--- config.mk ---
export PLATFORM = sky130hd
export DESIGN_NAME = isa_ram_writer
export DESIGN_NICKNAME = d
export VERILOG_FILES = /design/src/rtl/isa_ram_writer.sv
export SDC_FILE = /design/constraint.sdc
export NUM_CORES = 2
export LEC_CHECK = 0
export CAP_MARGIN = 15
export CELL_PAD_IN_SITES_DETAIL_PLACEMENT = 0
export CELL_PAD_IN_SITES_GLOBAL_PLACEMENT = 1
export CORE_UTILIZATION = 40
export DETAILED_ROUTE_END_ITERATION = 10
export DONT_BUFFER_PORTS = 1
export PLACE_DENSITY_LB_ADDON = 0.1
export SYNTH_ARGS = -nofsm -noshare
export SYNTH_HDL_FRONTEND = slang
export SYNTH_SLANG_ARGS = --single-unit
--- constraint.sdc ---
create_clock -name clk_cpu -period 38.3 [get_ports clk_cpu]
set_clock_uncertainty 0.15 [all_clocks]
set_input_delay 11.49 -clock clk_cpu [delete_from_list [all_inputs] [get_ports clk_cpu]]
set_output_delay 11.49 -clock clk_cpu [all_outputs]
set_load 0.05 [all_outputs]
--- src/rtl/isa_ram_writer.sv ---
// Buffers 128-bit instruction beats in a FIFO and serialises each one into four 32-bit RAM writes.
// Optional macro ISA_WR_RANGE_CHECK_EN drops beats whose address exceeds the RAM instead of wrapping.
module isa_ram_writer #(
    parameter int DEPTH  = 16,
    parameter int RAM_AW = 14
) (
    input  logic              clk_cpu,
    input  logic              rstn,
    input  logic              isa_wren_i,
    input  logic [127:0]      isa_data_i,
    input  logic [31:0]       isa_addr_i,
    input  logic              load_start_i,
    output logic              ram_we_o,
    output logic [RAM_AW-1:0] ram_addr_o,
    output logic [31:0]       ram_wdata_o,
    output logic              busy_o,
    output logic              overflow_o,
    output logic              range_err_o,
    output logic [31:0]       words_written_o
);

    localparam int PW = $clog2(DEPTH);
    localparam int CW = $clog2(DEPTH + 1);
    localparam int AW = RAM_AW - 2;
    localparam int EW = AW + 128;
    localparam logic [CW-1:0] FULL = CW'(DEPTH);

    localparam logic [0:0] S_IDLE = 1'b0;
    localparam logic [0:0] S_WR   = 1'b1;

    logic [EW-1:0]  mem [DEPTH];
    logic [PW-1:0]  wr_ptr, rd_ptr;
    logic [CW-1:0]  count;
    logic [0:0]     state;
    logic [1:0]     lane;
    logic [1:0]     next_lane;
    logic [AW-1:0]  sh_addr;
    logic [127:0]   sh_data;
    logic [EW-1:0]  head;
    logic           in_range;
    logic           pop;
    logic           push;
    logic           full_drop;

    // Only the address bits that land inside the RAM are kept in the FIFO.
`ifdef ISA_WR_RANGE_CHECK_EN
    assign in_range = (isa_addr_i[31:AW] == '0);
`else
    logic unused_addr_hi;
    assign in_range       = 1'b1;
    assign unused_addr_hi = ^isa_addr_i[31:AW];
`endif

    assign head      = mem[rd_ptr];
    assign next_lane = lane + 2'd1;
    assign pop       = (count != '0) && ((state == S_IDLE) || (lane == 2'd3));
    assign push      = isa_wren_i && !load_start_i && in_range && ((count != FULL) || pop);
    assign full_drop = isa_wren_i && !load_start_i && in_range && (count == FULL) && !pop;
    assign busy_o    = (count != '0) || (state != S_IDLE);

    always_ff @(posedge clk_cpu) begin
        if (push) mem[wr_ptr] <= {isa_addr_i[AW-1:0], isa_data_i};
    end

    always_ff @(posedge clk_cpu or negedge rstn) begin
        if (!rstn) begin
            wr_ptr          <= '0;
            rd_ptr          <= '0;
            count           <= '0;
            state           <= S_IDLE;
            lane            <= 2'd0;
            sh_addr         <= '0;
            sh_data         <= '0;
            ram_we_o        <= 1'b0;
            ram_addr_o      <= '0;
            ram_wdata_o     <= '0;
            overflow_o      <= 1'b0;
            words_written_o <= '0;
        end else if (load_start_i) begin
            wr_ptr          <= '0;
            rd_ptr          <= '0;
            count           <= '0;
            state           <= S_IDLE;
            lane            <= 2'd0;
            ram_we_o        <= 1'b0;
            overflow_o      <= 1'b0;
            words_written_o <= '0;
        end else begin
            if (push) wr_ptr <= wr_ptr + 1'b1;
            if (pop)  rd_ptr <= rd_ptr + 1'b1;
            if (push && !pop)      count <= count + 1'b1;
            else if (pop && !push) count <= count - 1'b1;
            if (full_drop) overflow_o <= 1'b1;

            // Registered outputs always show the lane currently held in 'lane'.
            if (pop) begin
                state           <= S_WR;
                lane            <= 2'd0;
                sh_addr         <= head[EW-1:128];
                sh_data         <= head[127:0];
                ram_we_o        <= 1'b1;
                ram_addr_o      <= {head[EW-1:128], 2'b00};
                ram_wdata_o     <= head[31:0];
                words_written_o <= words_written_o + 32'd1;
            end else if (state == S_WR && lane != 2'd3) begin
                lane            <= next_lane;
                ram_we_o        <= 1'b1;
                ram_addr_o      <= {sh_addr, next_lane};
                ram_wdata_o     <= sh_data[32*next_lane +: 32];
                words_written_o <= words_written_o + 32'd1;
            end else begin
                state    <= S_IDLE;
                ram_we_o <= 1'b0;
            end
        end
    end

`ifdef ISA_WR_RANGE_CHECK_EN
    always_ff @(posedge clk_cpu or negedge rstn) begin
        if (!rstn)                                    range_err_o <= 1'b0;
        else if (load_start_i)                        range_err_o <= 1'b0;
        else if (isa_wren_i && !in_range)             range_err_o <= 1'b1;
    end
`else
    assign range_err_o = 1'b0;
`endif

endmodule

Yosys cells after proc, flatten, opt, wreduce, memory -nomap -nowiden:

Memories as Yosys holds them, arrays and structs flattened.
Index checks and enable logic that the tools add are counted.

* memory bits (writable): 2240
* memories kept: 1
* ROM bits: 0
* register bits after elaboration: 236
* bits of input ports: 164
* latch bits: 0

* add/sub/neg operators: 6
* reductions and logical operators: 23
* shifts and indexed selects: 1
* magnitude comparators: 0
* bitwise operators: 2
* eq/ne operators: 5
* div/mod/pow operators: 0
* muxes and demuxes: 27
* multiply operators: 0

Memory list
* mem: words 16, width 140, rd ports 1, clocked after Yosys merged registers in 0, write ports 1, line 31 `logic [EW-1:0] mem [DEPTH];`

Operator list (number)
* $mux W32: 5
* $shiftx A128 B8 Y32: 1
* $add A32 B1 Y32 const B: 1
* $mux W14: 2
* $mux W4: 4
* $mux W5: 3
* $mux W1: 10
* $add A4 B1 Y4 const B: 2
* $logic_and A1 B1 Y1: 8
* $reduce_bool A2 Y1: 4
* $mux W2: 3
* $reduce_bool A3 Y1: 2
* $add A5 B1 Y5 const B: 1
* $eq A5 B5 Y1 const B: 1
* $ne A5 B5 Y1 const B: 1
* $reduce_bool A5 Y1: 1
* $sub A5 B1 Y5 const B: 1
* $reduce_and A2 Y1: 2
* $logic_not A1 Y1: 3
* $logic_or A1 B1 Y1: 3
* $ne A3 B3 Y1 const B: 1
* $add A2 B1 Y2 const B: 1
* $eq A2 B2 Y1 const B: 1
* $ne A2 B2 Y1 const B: 1
* $not A1 Y1: 2

Depth between registers and ports, before layout:

* word-level depth: 10
* mapped depth: 13

Worst setup path before layout:

Ideal clock, no wire load.

* kind: input to register
* start: input isa_wren_i
* end: memory mem[4][0] (netlist name) (enable)
* setup slack: 15424 ps
* setup time: 811 ps
* cell stages on the path: 6
* path buffers: 2
* arrival: 21916 ps
* path through: clkbuf_1 -> inv_1 -> a311oi_1 -> clkbuf_1 -> nand2_1 -> nor3_1

* longest elaborated chain between the ends: 4

Ends and longest elaborated chain
* start: declaration: line 9 `input logic isa_wren_i,`
* $logic_and A1 B1 Y1 (2 in series): line 57 `assign push = isa_wren_i && !load_start_i && in_range && ((count != FULL) || pop);`
* $mux W1: line 62 `if (push) mem[wr_ptr] <= {isa_addr_i[AW-1:0], isa_data_i};`
* $mux W1 (implied by the code): line 62
* end: declaration: line 31

No other way between the ends.

Worst setup path in the final report:

* start: input isa_wren_i
* end: memory mem[6][104] (netlist name) (enable)

Same word-level chain as after synthesis.

==> out/qor.csv <==
stage,metric,value,unit
grt,grt_max_degree,237,
place,dpl.hpwl,131,mm
clock_network,insertion_delay,930,ps
die,io_pins,246,
sta,layout_min_cycle_time,14790,ps
place,io_buffers,0,
clock_network,post_cts_resized,0,
die,core,0.234,mm²
critical_path,cp-end-kind,register,
routing,wl_per_cell,33.0,µm
sta,finalCritPeriodShare,38.6,%
die,die_w,488,µm
synth,synthDistinctLibCells,53,
sta,final_max_slew_viol_count,0,
routing,drt_wl_total,249,mm
critical_path,worstSetupPathType,in2reg,
place,pre_cts_slack,22490,ps
grt,use_met2,34.3,%
grt,antenna_found_initial,21,
routing,vias,42700,
run_status,status,completed,
clock_network,clock-sinks,2476,
synth,syn_area,0.0944,mm²
sta,holdWs,330,ps
critical_path,r2r_cells,6,
sta,fin_ws,23510,ps
routing,viasPerCell,5.65,
critical_path,cp-start-kind,input pin,
synth,synth_top_family_by_area,multiplexers,
synth,synth_fp_nets,4245,
grt,grt.busiest_layer,met2,
hold_path,hp-class,reg2reg,
synth,async_flop_share,9.53,%
routing,drt_iter0_markers,3269,
synth,synth.ff_latch_count,2476,
synth,synth-simple-area-share,1.30,%
routing,first_pass_iters,5,
synth,synth.top_cell.area_share,71.3,%
clock_network,cts_tree,done,
grt,use_met1,29.2,%
synth,synth-compound-area-share,1.47,%
layout,nFillCells,19500,
sta,finalSetupTns,0,ps
layout,fin_nets,4393,
critical_path,cp_max_fo,44,
synth,ys_seq_area_share,77.5,%
pwr,p_per_area,67.0,mW/mm²
clock_network,numCtsBuffers,289,
sta,fmax,0.0676,GHz
grt,gr-usage-met3,4.58,%
flow_run,maxCapViolCount,0,
clock_network,clockBufferDepth,4,
synth,muxShareOfSynthArea,18.0,%
die,placementRows,177,
synth,syn_avg_cell_area,23.2,µm²
clock_network,clk_pin_slew,60,ps
place,placed_area,0.0981,mm²
synth,yosysWarningCount,0,
hold_path,hold_start,sh_addr[5],
die,die_h,488,µm
pwr,vdd_drop_max,0.0000429,V
sta,worst_pin_slew,1210,ps
sta,hold_viol,0,
routing,drtAntennaViolNets,0,
synth,synthCells,4069,
die,start_util,40.4,%
clock_network,root_buffer,clkbuf_16,
grt,grt_pass1_vias,44600,
pwr,leakage,33.2,nW
grt,grt_pass1_wl,352,mm
sta,setup_viol,0,
grt,overflow,0,
clock_network,postCtsSetupBuffers,0,
synth,yosys.area_share.xor_xnor,0.316,%
synth,synth_area_leaders,"edfxtp_1 (71%), mux4_2 (16%), dfrtp_1 (6.3%), mux2_2 (0.91%), mux2_1 (0.67%)",
synth,yosysTopAreaCell,edfxtp_1,
place,place_congestion,0.730,
pwr,power.total,7.16,mW
clock_network,htree_levels,5,
sta,rsz0062_at_grt,no,
critical_path,worstPathArrival,15150,ps
sta,relSlewSlack,19.2,%
critical_path,worstPathRequired,38660,ps
routing,drc,0,
grt,grt.total_usage,21.1,%
critical_path,reg2reg_from,rd_ptr[1],
hold_path,min_to,sh_addr[5],
layout,postLayoutCellArea,0.107,mm²
clock_network,holdBufCountCts,0,
synth,synth-edff-count,2240,
layout,area_growth_syn_to_layout,13.4,%
hold_path,hold_path_depth,2,
die,dieArea,0.238,mm²
layout,layout-drive-gt1-share,28.4,%
critical_path,rr_endpoint,sh_data[73],
synth,ys.flop_type,edfxtp_1,
critical_path,regToRegSetupSlack,32870,ps
synth,synth_fa_ha_area_share,0.167,%
-- critical path, cell delays in order --
cell and delay, ps:
inv_1 20, a311oi_1 230, buf_4 220, nand2_1 150, nor3_2 520, buf_4 990
buf_4 660, buf_4 680
-- through the flow --
step	util, %	std cells
detailed placement	42.0	7058
floorplan	-	4069
global placement	42.0	7058
global route	45.8	7554
CTS	45.8	7552
finish	45.8	7556
-- layout make-up --
| type | instances | area (µm²) | area share [%] |
|---|---|---|---|
| multi-input combinational | 1349 | 20200 | 18.9 |
| inverter | 17 | 66.3 | 0.0620 |
| clock inverter | 119 | 1140 | 1.06 |
| clock buffer | 375 | 7720 | 7.22 |
| antenna | 4 | 10.0 | 0.00935 |
| tap | 3132 | 3920 | 3.66 |
| timing repair buffer | 84 | 768 | 0.718 |
| sequential | 2476 | 73200 | 68.4 |
-- cell usage in the layout (no fill, tap or decap), types with 8 or more instances in the layout --
master and instances:
a22o_1 12, clkinv_1 47, inv_1 16, nor4_1 15, xnor2_1 29, a221oi_1 12
mux2_2 76, bufinv_16 22, buf_12 11, dfrtp_1 231, nand3_1 12, buf_4 73
o22ai_1 12, nor3_1 13, nor2_1 72, nand2_1 97, edfxtp_1 2240, mux4_2 688
and2_4 8, o21ai_0 21, mux2_1 56, clkinv_2 36, a21oi_1 84, a22oi_1 64
clkbuf_1 75, ha_1 10, clkbuf_16 294
-- routing by layer --
layer | up-vias | wire (µm)
met4 | 0 | 4890
li1 | 17500 | -
met2 | 997 | 122000
met1 | 23800 | 109000
met3 | 334 | 14000
met5 | - | 0
-- worst max path at each step --
stage                          start          end  cells after the start  slack [ps]
after floorplan           isa_wren_i    mem[4][0]                      6       15420
after global placement    isa_wren_i  mem[6][105]                      8       22520
after detailed placement  isa_wren_i  mem[6][105]                      8       22490
after CTS                 isa_wren_i  mem[6][103]                      8       23440
after global routing      isa_wren_i  mem[6][103]                      8       23370
final                     isa_wren_i  mem[6][104]                      8       23510
-- cells in the mapped netlist, drive strengths merged, types with 12 or more instances --
| cell type | number |
|---|---|
| clkbuf | 115 |
| o21ai | 21 |
| a22o | 12 |
| nand2 | 99 |
| o22ai | 12 |
| xnor2 | 29 |
| a21oi | 85 |
| inv | 17 |
| nor2 | 77 |
| buf | 112 |
| edfxtp | 2240 |
| mux2 | 132 |
| a22oi | 64 |
| nor3 | 18 |
| mux4 | 688 |
| nor4 | 15 |
| a221oi | 13 |
| dfrtp | 236 |
| nand3 | 12 |
-- sequential cells by signal (all words and copies together) (netlist names) --
register         flops
wr_ptr               4
words_written_o     32
mem               2240
ram_addr_o          14
ram_wdata_o         32
overflow_o           1
sh_addr             12
count                5
state                1
lane                 2
sh_data            128
ram_we_o             1
rd_ptr               4
-- cell families (layout without fill, tap and decap cells) --
kind of cell             after synthesis  in the layout
flip-flops                          2476           2476
multiplexers                         821            821
AND/OR/NAND/NOR                      266            266
buffers and inverters                244            595
AO/OA/AOI/OAI                        215            215
XOR/XNOR                              34             34
adder cells (fa/ha/maj)               12             12
other                                  1              5
-- power by group --
part / switching, mW / internal [mW]
Clock: 1.06 / 1.56
Combinational: 0.622 / 0.605
Sequential: 0.238 / 3.08
Total: 1.92 / 5.25
Power figures use the tool's default switching activity.
